**src/rtl/counter_seq_pkg.sv**
```systemverilog
// Shared types and helpers for the counter run-control sequencer.
`timescale 1ns / 1ps

package counter_seq_pkg;

    // Sequencer states; the encoding is visible on state_o.
    typedef enum logic [1:0] {
        IDLE  = 2'b00,
        RUN   = 2'b01,
        PAUSE = 2'b10,
        DONE  = 2'b11
    } state_e;

    localparam logic MODE_ONESHOT = 1'b0;
    localparam logic MODE_RELOAD  = 1'b1;

    // Prescaler register width; never below one bit even when PRESCALE is 1.
    function automatic int unsigned prescale_width(input int unsigned prescale);
        return (prescale > 1) ? $clog2(prescale) : 1;
    endfunction

endpackage

```
**src/rtl/prescaler_tick.sv**
```systemverilog
// Free-running prescaler that emits a one-cycle tick every PRESCALE enabled cycles.
`timescale 1ns / 1ps

module prescaler_tick
    import counter_seq_pkg::*;
#(
    parameter int unsigned PRESCALE = 10
) (
    input  logic clk,
    input  logic rst,
    input  logic en_i,
    input  logic clr_i,
    output logic tick_o
);

    localparam int unsigned PRESCALE_W = prescale_width(PRESCALE);
    localparam logic [PRESCALE_W-1:0] LAST = PRESCALE_W'(PRESCALE - 1);

    logic [PRESCALE_W-1:0] r_cnt;
    logic                  w_at_last;

    assign w_at_last = (r_cnt == LAST);
    // A tick only exists on a cycle the prescaler actually advances.
    assign tick_o    = en_i && !clr_i && w_at_last;

    // Prescaler count: clear wins over enable, wraps to zero on the tick.
    always_ff @(posedge clk) begin
        if (rst) begin
            r_cnt <= '0;
        end else if (clr_i) begin
            r_cnt <= '0;
        end else if (en_i) begin
            r_cnt <= w_at_last ? '0 : r_cnt + PRESCALE_W'(1);
        end
    end

endmodule

```
**src/rtl/counter_sequencer.sv**
```systemverilog
// Run-control sequencer: start/pause/stop/terminal-count handling around a prescaled counter.
`timescale 1ns / 1ps

module counter_sequencer
    import counter_seq_pkg::*;
#(
    parameter int unsigned WIDTH    = 6,
    parameter int unsigned PRESCALE = 10
) (
    input  logic             clk,
    input  logic             rst,
    input  logic             start_i,
    input  logic             stop_i,
    input  logic             pause_i,
    input  logic             mode_i,
    input  logic [WIDTH-1:0] limit_i,
    output logic [WIDTH-1:0] count_o,
    output logic             busy_o,
    output logic             done_o,
    output logic [1:0]       state_o
);

    state_e           r_state;
    logic [WIDTH-1:0] r_count;
    logic [WIDTH-1:0] r_limit;
    logic             r_mode;
    logic             r_done;

    state_e           w_state_nxt;
    logic [WIDTH-1:0] w_count_nxt;
    logic [WIDTH-1:0] w_limit_nxt;
    logic             w_mode_nxt;
    logic             w_done_nxt;

    logic             w_in_run;
    logic             w_active;
    logic             w_start_ok;
    logic             w_clr;
    logic             w_tick;
    logic             w_terminal;

    assign w_in_run   = (r_state == RUN) || (r_state == PAUSE);
    // PAUSE with pause_i low advances in the same cycle so no cycle is lost on resume.
    assign w_active   = w_in_run && !pause_i && !stop_i;
    assign w_start_ok = ((r_state == IDLE) || (r_state == DONE)) && start_i && (limit_i != '0);
    assign w_clr      = stop_i || w_start_ok;
    assign w_terminal = w_tick && (r_count == r_limit);

    prescaler_tick #(
        .PRESCALE (PRESCALE)
    ) u_prescaler (
        .clk    (clk),
        .rst    (rst),
        .en_i   (w_active),
        .clr_i  (w_clr),
        .tick_o (w_tick)
    );

    // Next-state decode in priority order: stop, pause, tick, start.
    always_comb begin
        w_state_nxt = r_state;
        w_count_nxt = r_count;
        w_limit_nxt = r_limit;
        w_mode_nxt  = r_mode;
        w_done_nxt  = 1'b0;

        if (stop_i) begin
            w_state_nxt = IDLE;
            w_count_nxt = '0;
        end else begin
            unique case (r_state)
                IDLE, DONE: begin
                    if (w_start_ok) begin
                        w_state_nxt = RUN;
                        w_count_nxt = '0;
                        w_limit_nxt = limit_i;
                        w_mode_nxt  = mode_i;
                    end
                end
                RUN, PAUSE: begin
                    if (pause_i) begin
                        w_state_nxt = PAUSE;
                    end else begin
                        w_state_nxt = RUN;
                        if (w_terminal) begin
                            w_done_nxt = 1'b1;
                            if (r_mode == MODE_RELOAD) begin
                                w_count_nxt = '0;
                            end else begin
                                // One-shot parks with the count showing the limit.
                                w_state_nxt = DONE;
                            end
                        end else if (w_tick) begin
                            w_count_nxt = r_count + WIDTH'(1);
                        end
                    end
                end
            endcase
        end
    end

    // State, count, latched run parameters and the registered done pulse.
    always_ff @(posedge clk) begin
        if (rst) begin
            r_state <= IDLE;
            r_count <= '0;
            r_limit <= '0;
            r_mode  <= MODE_ONESHOT;
            r_done  <= 1'b0;
        end else begin
            r_state <= w_state_nxt;
            r_count <= w_count_nxt;
            r_limit <= w_limit_nxt;
            r_mode  <= w_mode_nxt;
            r_done  <= w_done_nxt;
        end
    end

    assign count_o = r_count;
    assign busy_o  = w_in_run;
    assign done_o  = r_done;
    assign state_o = r_state;

endmodule

```
**config.mk**
```make
export PLATFORM = sky130hd
export DESIGN_NAME = counter_sequencer
export DESIGN_NICKNAME = d
export VERILOG_FILES = /design/src/rtl/counter_seq_pkg.sv /design/src/rtl/prescaler_tick.sv /design/src/rtl/counter_sequencer.sv
export SDC_FILE = /design/constraint.sdc
export NUM_CORES = 1
export LEC_CHECK = 0
export CAP_MARGIN = 0
export CELL_PAD_IN_SITES_DETAIL_PLACEMENT = 0
export CELL_PAD_IN_SITES_GLOBAL_PLACEMENT = 1
export CORE_MARGIN = 8
export CORE_UTILIZATION = 39
export CTS_BUF_LIST = sky130_fd_sc_hd__clkbuf_2
export CTS_CLUSTER_SIZE = 10
export DETAILED_ROUTE_END_ITERATION = 8
export PLACE_DENSITY = 0.87
export RECOVER_POWER = 50
export SYNTH_ARGS = -nofsm -noshare
export SYNTH_HDL_FRONTEND = slang
export SYNTH_SLANG_ARGS = --single-unit
```
**constraint.sdc**
```tcl
create_clock -name clk -period 2.25 [get_ports clk]
set_input_delay 0.225 -clock clk [delete_from_list [all_inputs] [get_ports clk]]
set_output_delay 0.225 -clock clk [all_outputs]
set_load 0.02 [all_outputs]
```
==> Yosys cells after proc, flatten, opt, wreduce, memory -nomap -nowiden <==
Cells that the tools add are included.
{ "classes": {"n_addsub": 2, "n_eq_ne": 9, "n_mux": 13, "n_bitwise": 2, "n_reduce_logical": 22} }
{ "ops": {"columns": ["op", "n"], "rows": [
  ["2-to-1 mux 6 bit", 5],
  ["one-hot mux 6 bit (2 select lines)", 1],
  ["2-to-1 mux 2 bit", 4],
  ["OR reduction 2 bit", 4],
  ["logical AND 1 bit", 7],
  ["adder 6 x 1 -> 6 bit, second input constant", 1],
  ["== test 6 bit", 1],
  ["inequality test 3 bit, second input constant", 2],
  ["nonzero test 6 bit", 1],
  ["adder 4 x 1 -> 4 bit, second input constant", 1],
  ["== test 2 bit, second input constant", 2],
  ["== test 4 bit, second input constant", 1],
  ["2-to-1 mux 4 bit", 1],
  ["inequality test 2 bit, second input constant", 2],
  ["one-hot mux 2 bit (2 select lines)", 1],
  ["AND reduction 4 bit", 1],
  ["OR reduction 4 bit", 1],
  ["zero test 1 bit", 3],
  ["logical OR 1 bit", 3],
  ["AND reduction 3 bit", 1],
  ["== test 2 x 1 -> 1 bit, second input constant", 1],
  ["zero test 2 bit", 1],
  ["NOT 1 bit", 2],
  ["2-to-1 mux 1 bit", 1]
]} }
{ "word_totals": {"reg_bits": 20, "input_bits": 12, "output_inout_bits": 10, "word_cells": 54} }

==> Logic depth before layout (Yosys ltp) <==
{ "logic_depth": {"depth_word": 12, "ltp_mapped": 6} }

==> Hierarchy <==
A second synthesis with hierarchy kept.
{ "hier_totals": {"cells_unflattened": 120, "area_unflattened_um2": 1074.8} }
{ "modules_own_cells": {"columns": ["module", "n_inst", "cells_each", "area_per_inst_um2", "seq_area_each_um2"], "rows": [
  ["counter_sequencer", 1, 99, 874.6, 320.3],
  ["prescaler_tick", 1, 21, 200.2, 80.1]
]} }

==> Worst setup path after synthesis <==
OpenSTA, ideal clock, no wires.
{ "synth_timing": {"kind": "register -> register", "startpoint": "register r_state[0], in the netlist state_o[0]", "endpoint": "register r_count[2], in the netlist count_o[2]", "setup_ns": 0.058, "arrival_ns": 1.803, "required_time_ns": 2.192, "slack_ns": 0.389, "path_stages_with_launch": 6, "n_path_buf": 0, "synth_period_minus_slack_ns": 1.861, "cell_sequence": "dfxtp_1 -> xor2_4 -> nand2_2 -> a2111o_1 -> nor3b_1 -> a211o_1"} }
{ "synth_rtl": {"columns": ["element", "line", "rtl"], "rows": [
  ["from (decl)", "counter_sequencer.sv:23", "state_e r_state;"],
  ["from (signal assigned)", "counter_sequencer.sv:111", "r_state <= w_state_nxt;"],
  ["== test 2 x 1 -> 1 bit or == test 2 bit (tied branches)", "counter_sequencer.sv:42", "assign w_in_run = (r_state == RUN) || (r_state == PAUSE);"],
  ["logical OR 1 bit *", "counter_sequencer.sv:42", null],
  ["net busy_o", "counter_sequencer.sv:18", "output logic busy_o,"],
  ["logical AND 1 bit * (2 in a row)", "counter_sequencer.sv:44", "assign w_active = w_in_run && !pause_i && !stop_i;"],
  ["logical AND 1 bit * (2 in a row)", "prescaler_tick.sv:24", "assign tick_o = en_i && !clr_i && w_at_last;"],
  ["logical AND 1 bit", "counter_sequencer.sv:47", "assign w_terminal = w_tick && (r_count == r_limit);"],
  ["2-to-1 mux 6 bit", "counter_sequencer.sv:85", "if (w_terminal) begin"],
  ["2-to-1 mux 6 bit", "counter_sequencer.sv:81", "if (pause_i) begin"],
  ["one-hot mux 6 bit (2 select lines)", "counter_sequencer.sv:71", "unique case (r_state)"],
  ["to (signal assigned)", "counter_sequencer.sv:112", "r_count <= w_count_nxt;"],
  ["to (decl)", "counter_sequencer.sv:24", "logic [WIDTH-1:0] r_count;"]
]} }
The timed path passes the listed nets; every way through them passes the cells marked *. The select of a mux whose other input is x is not followed.
A chain may end at the register's enable or synchronous reset.

==> Worst setup path in the final report <==
{ "layout_timing": {"startpoint": "register r_state[1], in the netlist state_o[1]", "endpoint": "output port busy_o"} }
{ "layout_between": {"elab_chain_len": 2} }
{ "layout_rtl": {"columns": ["element", "line"], "rows": [
  ["== test 2 x 1 -> 1 bit or == test 2 bit (tied branches)", "counter_sequencer.sv:42"],
  ["logical OR 1 bit *", "counter_sequencer.sv:42"],
  ["to (decl)", "counter_sequencer.sv:18"]
]} }
Mark *: on every way between the ends. The rest lies on a longest branch, timed or not.

==> run summary <==
=======================================================================================
Top cell type's share of synthesized area ................................        0.394
Fill cell total of the finished layout ...................................          254
Placed wire-length estimate after detailed placement .....................      1.77 mm
# diodes .................................................................            0
CTS HTree Levels .........................................................            1
Number of clock sinks ....................................................           20
Final non-filler cell total ..............................................          164
Number of hold violations in the final report ............................            0
Worst hold stages ........................................................            2
Number of DRC violations after detailed routing ..........................            0
DIE WIDTH ................................................................      67.0 um
Overall die area .........................................................     4490 um2
Maximum ir drop on the vdd rail ..........................................     0.255 mV
Final setup violating endpoints ..........................................            0
Total vias in the final route ............................................          860
Average detailed-routed wire length per instance .........................      13.7 um
Sum Neg Setup Slack ......................................................         0 ps
Met3 wire length .........................................................       102 um
Critical register-to-register path endpoint ..............................   count_o[0]
Top library cells by usage in the layout, fill and taps aside ............ sky130_fd_sc_hd__dfxtp_1, sky130_fd_sc_hd__nor2_1, sky130_fd_sc_hd__clkdlybuf4s50_1
Wire length on met2 ......................................................      1.05 mm
Crit path required time ..................................................      2030 ps
Maximum net fanout on the critical path ..................................            9
Most used flip-flop cell after synthesis ................................. sky130_fd_sc_hd__dfxtp_1
Worst-margin pin slew ....................................................       705 ps
Later-pin clock latency in the skew report ...............................       290 ps
Post-route clock period utilization ......................................        0.926
Placeable core area ......................................................     2480 um2
Number of buffers added on ports .........................................           21
Area Overhead vs Synth ...................................................        26.5%
Placed Instances .........................................................          161
Type of the setup path with the least slack ..............................      reg2out
Worst Reg2Reg Path Length in Cells .......................................            5
Initial antenna violation count ..........................................            0
Top Ports ................................................................           22
Height of the chip .......................................................      67.0 um
Clock transition at the registers of the reported paths ..................       170 ps
Summed instance area of the synthesized netlist ..........................     1020 um2
Share of cells above drive strength 1 ....................................       0.0896
Top layer in use .........................................................         met4
Share of the yosys chip area belonging to registers ......................        0.394
Clock Skew ...............................................................      6.12 ps
Remaining number of nets flagged by the antenna check after routing ......            0
Number of violations reported at the end of detailed-routing iteration 0 .           62
Via/cell ratio ...........................................................         5.24
Cell accounting for the most synthesized area ............................ sky130_fd_sc_hd__dfxtp_1
Synth top area cells ..................................................... sky130_fd_sc_hd__dfxtp_1, sky130_fd_sc_hd__mux2i_1, sky130_fd_sc_hd__xor2_1
TritonCTS clock tree .....................................................          yes
Overall routed net length ................................................      2.24 mm
Setup repair after global routing missed its margin ......................           no
Power per unit of standard cell area .....................................   456 nW/um2
Total global routing track utilization ...................................        0.110
Crit. End Element ........................................................   output pin
Final Slew Violations ....................................................            0
Row Count ................................................................           18
Post-synth EDFFs .........................................................            0
Global-route wire length before repair ...................................      3.84 mm
Average size of a mapped cell ............................................     9.50 um2
Min-delay worst type .....................................................      reg2reg
Length of the first detailed-routing pass in iterations ..................            4
Upper clock frequency limit ..............................................      480 MHz
Max capacitance violation total ..........................................            0
Shortest period the worst path allows ....................................      2080 ps
Headroom to the max-slew limit ...........................................        0.527
Number of flip-flops and latches in the synthesized netlist ..............           20
Placer's final routability congestion estimate ...........................        0.754
Met1 WL ..................................................................      1.07 mm
Total number of nets in the final design .................................          149
Vias in the first global route ...........................................          856
Unique cell type count in the Yosys netlist ..............................           36
Kind of launch point of the worst setup path .............................    flip-flop
Cts bufs inserted ........................................................            3
Flop2flop setup slack ....................................................       400 ps
Result of the run ........................................................    completed
Synth warnings ...........................................................            0
Post-Syn Instances .......................................................          107
Worst endpoint data arrival time .........................................      1860 ps
Cell at the root of the clock tree ....................................... sky130_fd_sc_hd__clkbuf_2
Sink of the worst hold path .............................................. u_prescaler.r_cnt[3]
Initial cell density of the core .........................................        0.410
Share of flip-flops with an asynchronous set or reset after synthesis ....            0
Pin count of the biggest net entering global routing .....................           11
Nets in the synthesized netlist ..........................................          120
Startpoint of the most critical register-to-register path ................   count_o[1]
Clock Path Buffers .......................................................            2
Util after Layout ........................................................        0.519
Startpoint of the lowest-slack hold path ................................. u_prescaler.r_cnt[3]
Most common cell after layout, fill and taps aside ....................... sky130_fd_sc_hd__dfxtp_1
Leak Pwr .................................................................     0.535 nW
Remaining global-route overflow ..........................................            0
=======================================================================================
[metrics by stage]
| step | power [mW] | hold slack [ps] | instance area, um2 | setup slack [ps] |
|---|---|---|---|---|
| 2_1_floorplan | 0.420 | 304 | 1020 | 389 |
| 3_3_place_gp | 0.462 | 466 | 1290 | 193 |
| 3_5_place_dp | 0.463 | 495 | 1290 | 184 |
| 4_1_cts | 0.600 | 510 | 1310 | 95.1 |
| 5_1_grt | 0.619 | 521 | 1280 | 57.5 |
| 6_report | 0.586 | 517 | 1280 | 167 |
[routing by layer]
layer / GRT usage / vias to the layer above
li1: - / 442
met1: 0.140 / 401
met2: 0.170 / 15
met3: 0.0268 / 2
met4: 0.0470 / 0
met5: 0 / -
[registers in the layout (all words and copies together), names as in the netlist]
name               count
count_o                6
state_o                2
r_mode                 1
u_prescaler.r_cnt      4
done_o                 1
r_limit                6
[cell type report]
type                    instances  area [um2]  share of cell area
repair buffers                 25         233               0.181
flip-flops and latches         20         402               0.313
well taps                      30        37.5              0.0292
multi-input cells              85         594               0.463
clock buffers                   3        15.0              0.0117
inverters                       1        3.75             0.00292
[critical path, stage by stage, from the launching register on]
cell                              delay, ps
sky130_fd_sc_hd__dfxtp_1                560
sky130_fd_sc_hd__xor2_4                 340
sky130_fd_sc_hd__clkdlybuf4s50_1        670
[worst max path at each step]
stage / slack [ps] / start / end
2_1_floorplan: 390 / state_o[0] / count_o[2]
3_3_place_gp: 190 / limit_i[3] / r_limit[2]
3_5_place_dp: 180 / limit_i[2] / count_o[0]
4_1_cts: 100 / state_o[0] / busy_o
5_1_grt: 60 / state_o[1] / busy_o
6_report: 170 / state_o[1] / busy_o
[Yosys cell counts, types with 2 or more instances]
| cell type | number |
|---|---|
| sky130_fd_sc_hd__nand2b_1 | 2 |
| sky130_fd_sc_hd__a21o_1 | 2 |
| sky130_fd_sc_hd__nor3b_1 | 3 |
| sky130_fd_sc_hd__a211o_1 | 2 |
| sky130_fd_sc_hd__xor2_1 | 8 |
| sky130_fd_sc_hd__mux2i_1 | 8 |
| sky130_fd_sc_hd__nor2_1 | 16 |
| sky130_fd_sc_hd__nand3_1 | 4 |
| sky130_fd_sc_hd__a21oi_1 | 4 |
| sky130_fd_sc_hd__nor2b_1 | 3 |
| sky130_fd_sc_hd__nand2_1 | 3 |
| sky130_fd_sc_hd__nand3b_1 | 2 |
| sky130_fd_sc_hd__dfxtp_1 | 20 |
| sky130_fd_sc_hd__o21ai_0 | 4 |
| sky130_fd_sc_hd__nor3_1 | 5 |
[what timing repair did]
action                     in CTS  in global routing
resized for setup               0                  1
setup buffers                   0                  0
hold buffers                    0                  0
setup endpoints to repair       0                  1
[cells by family after synthesis]
logic type / after synthesis / share of synthesized area
buf+inv: 2 / 0.00738
simple gates: 46 / 0.254
xor+xnor: 9 / 0.0961
mux: 9 / 0.0899
fa+ha+maj: 1 / 0.0123
compound gates: 20 / 0.147
flops: 20 / 0.394
[where the power goes]
part	switching, mW	internal [mW]
Combinational	0.0387	0.0416
Clock	0.0985	0.0364
Sequential	0.00832	0.362
No activity file was read; power rests on OpenSTA's default activity.
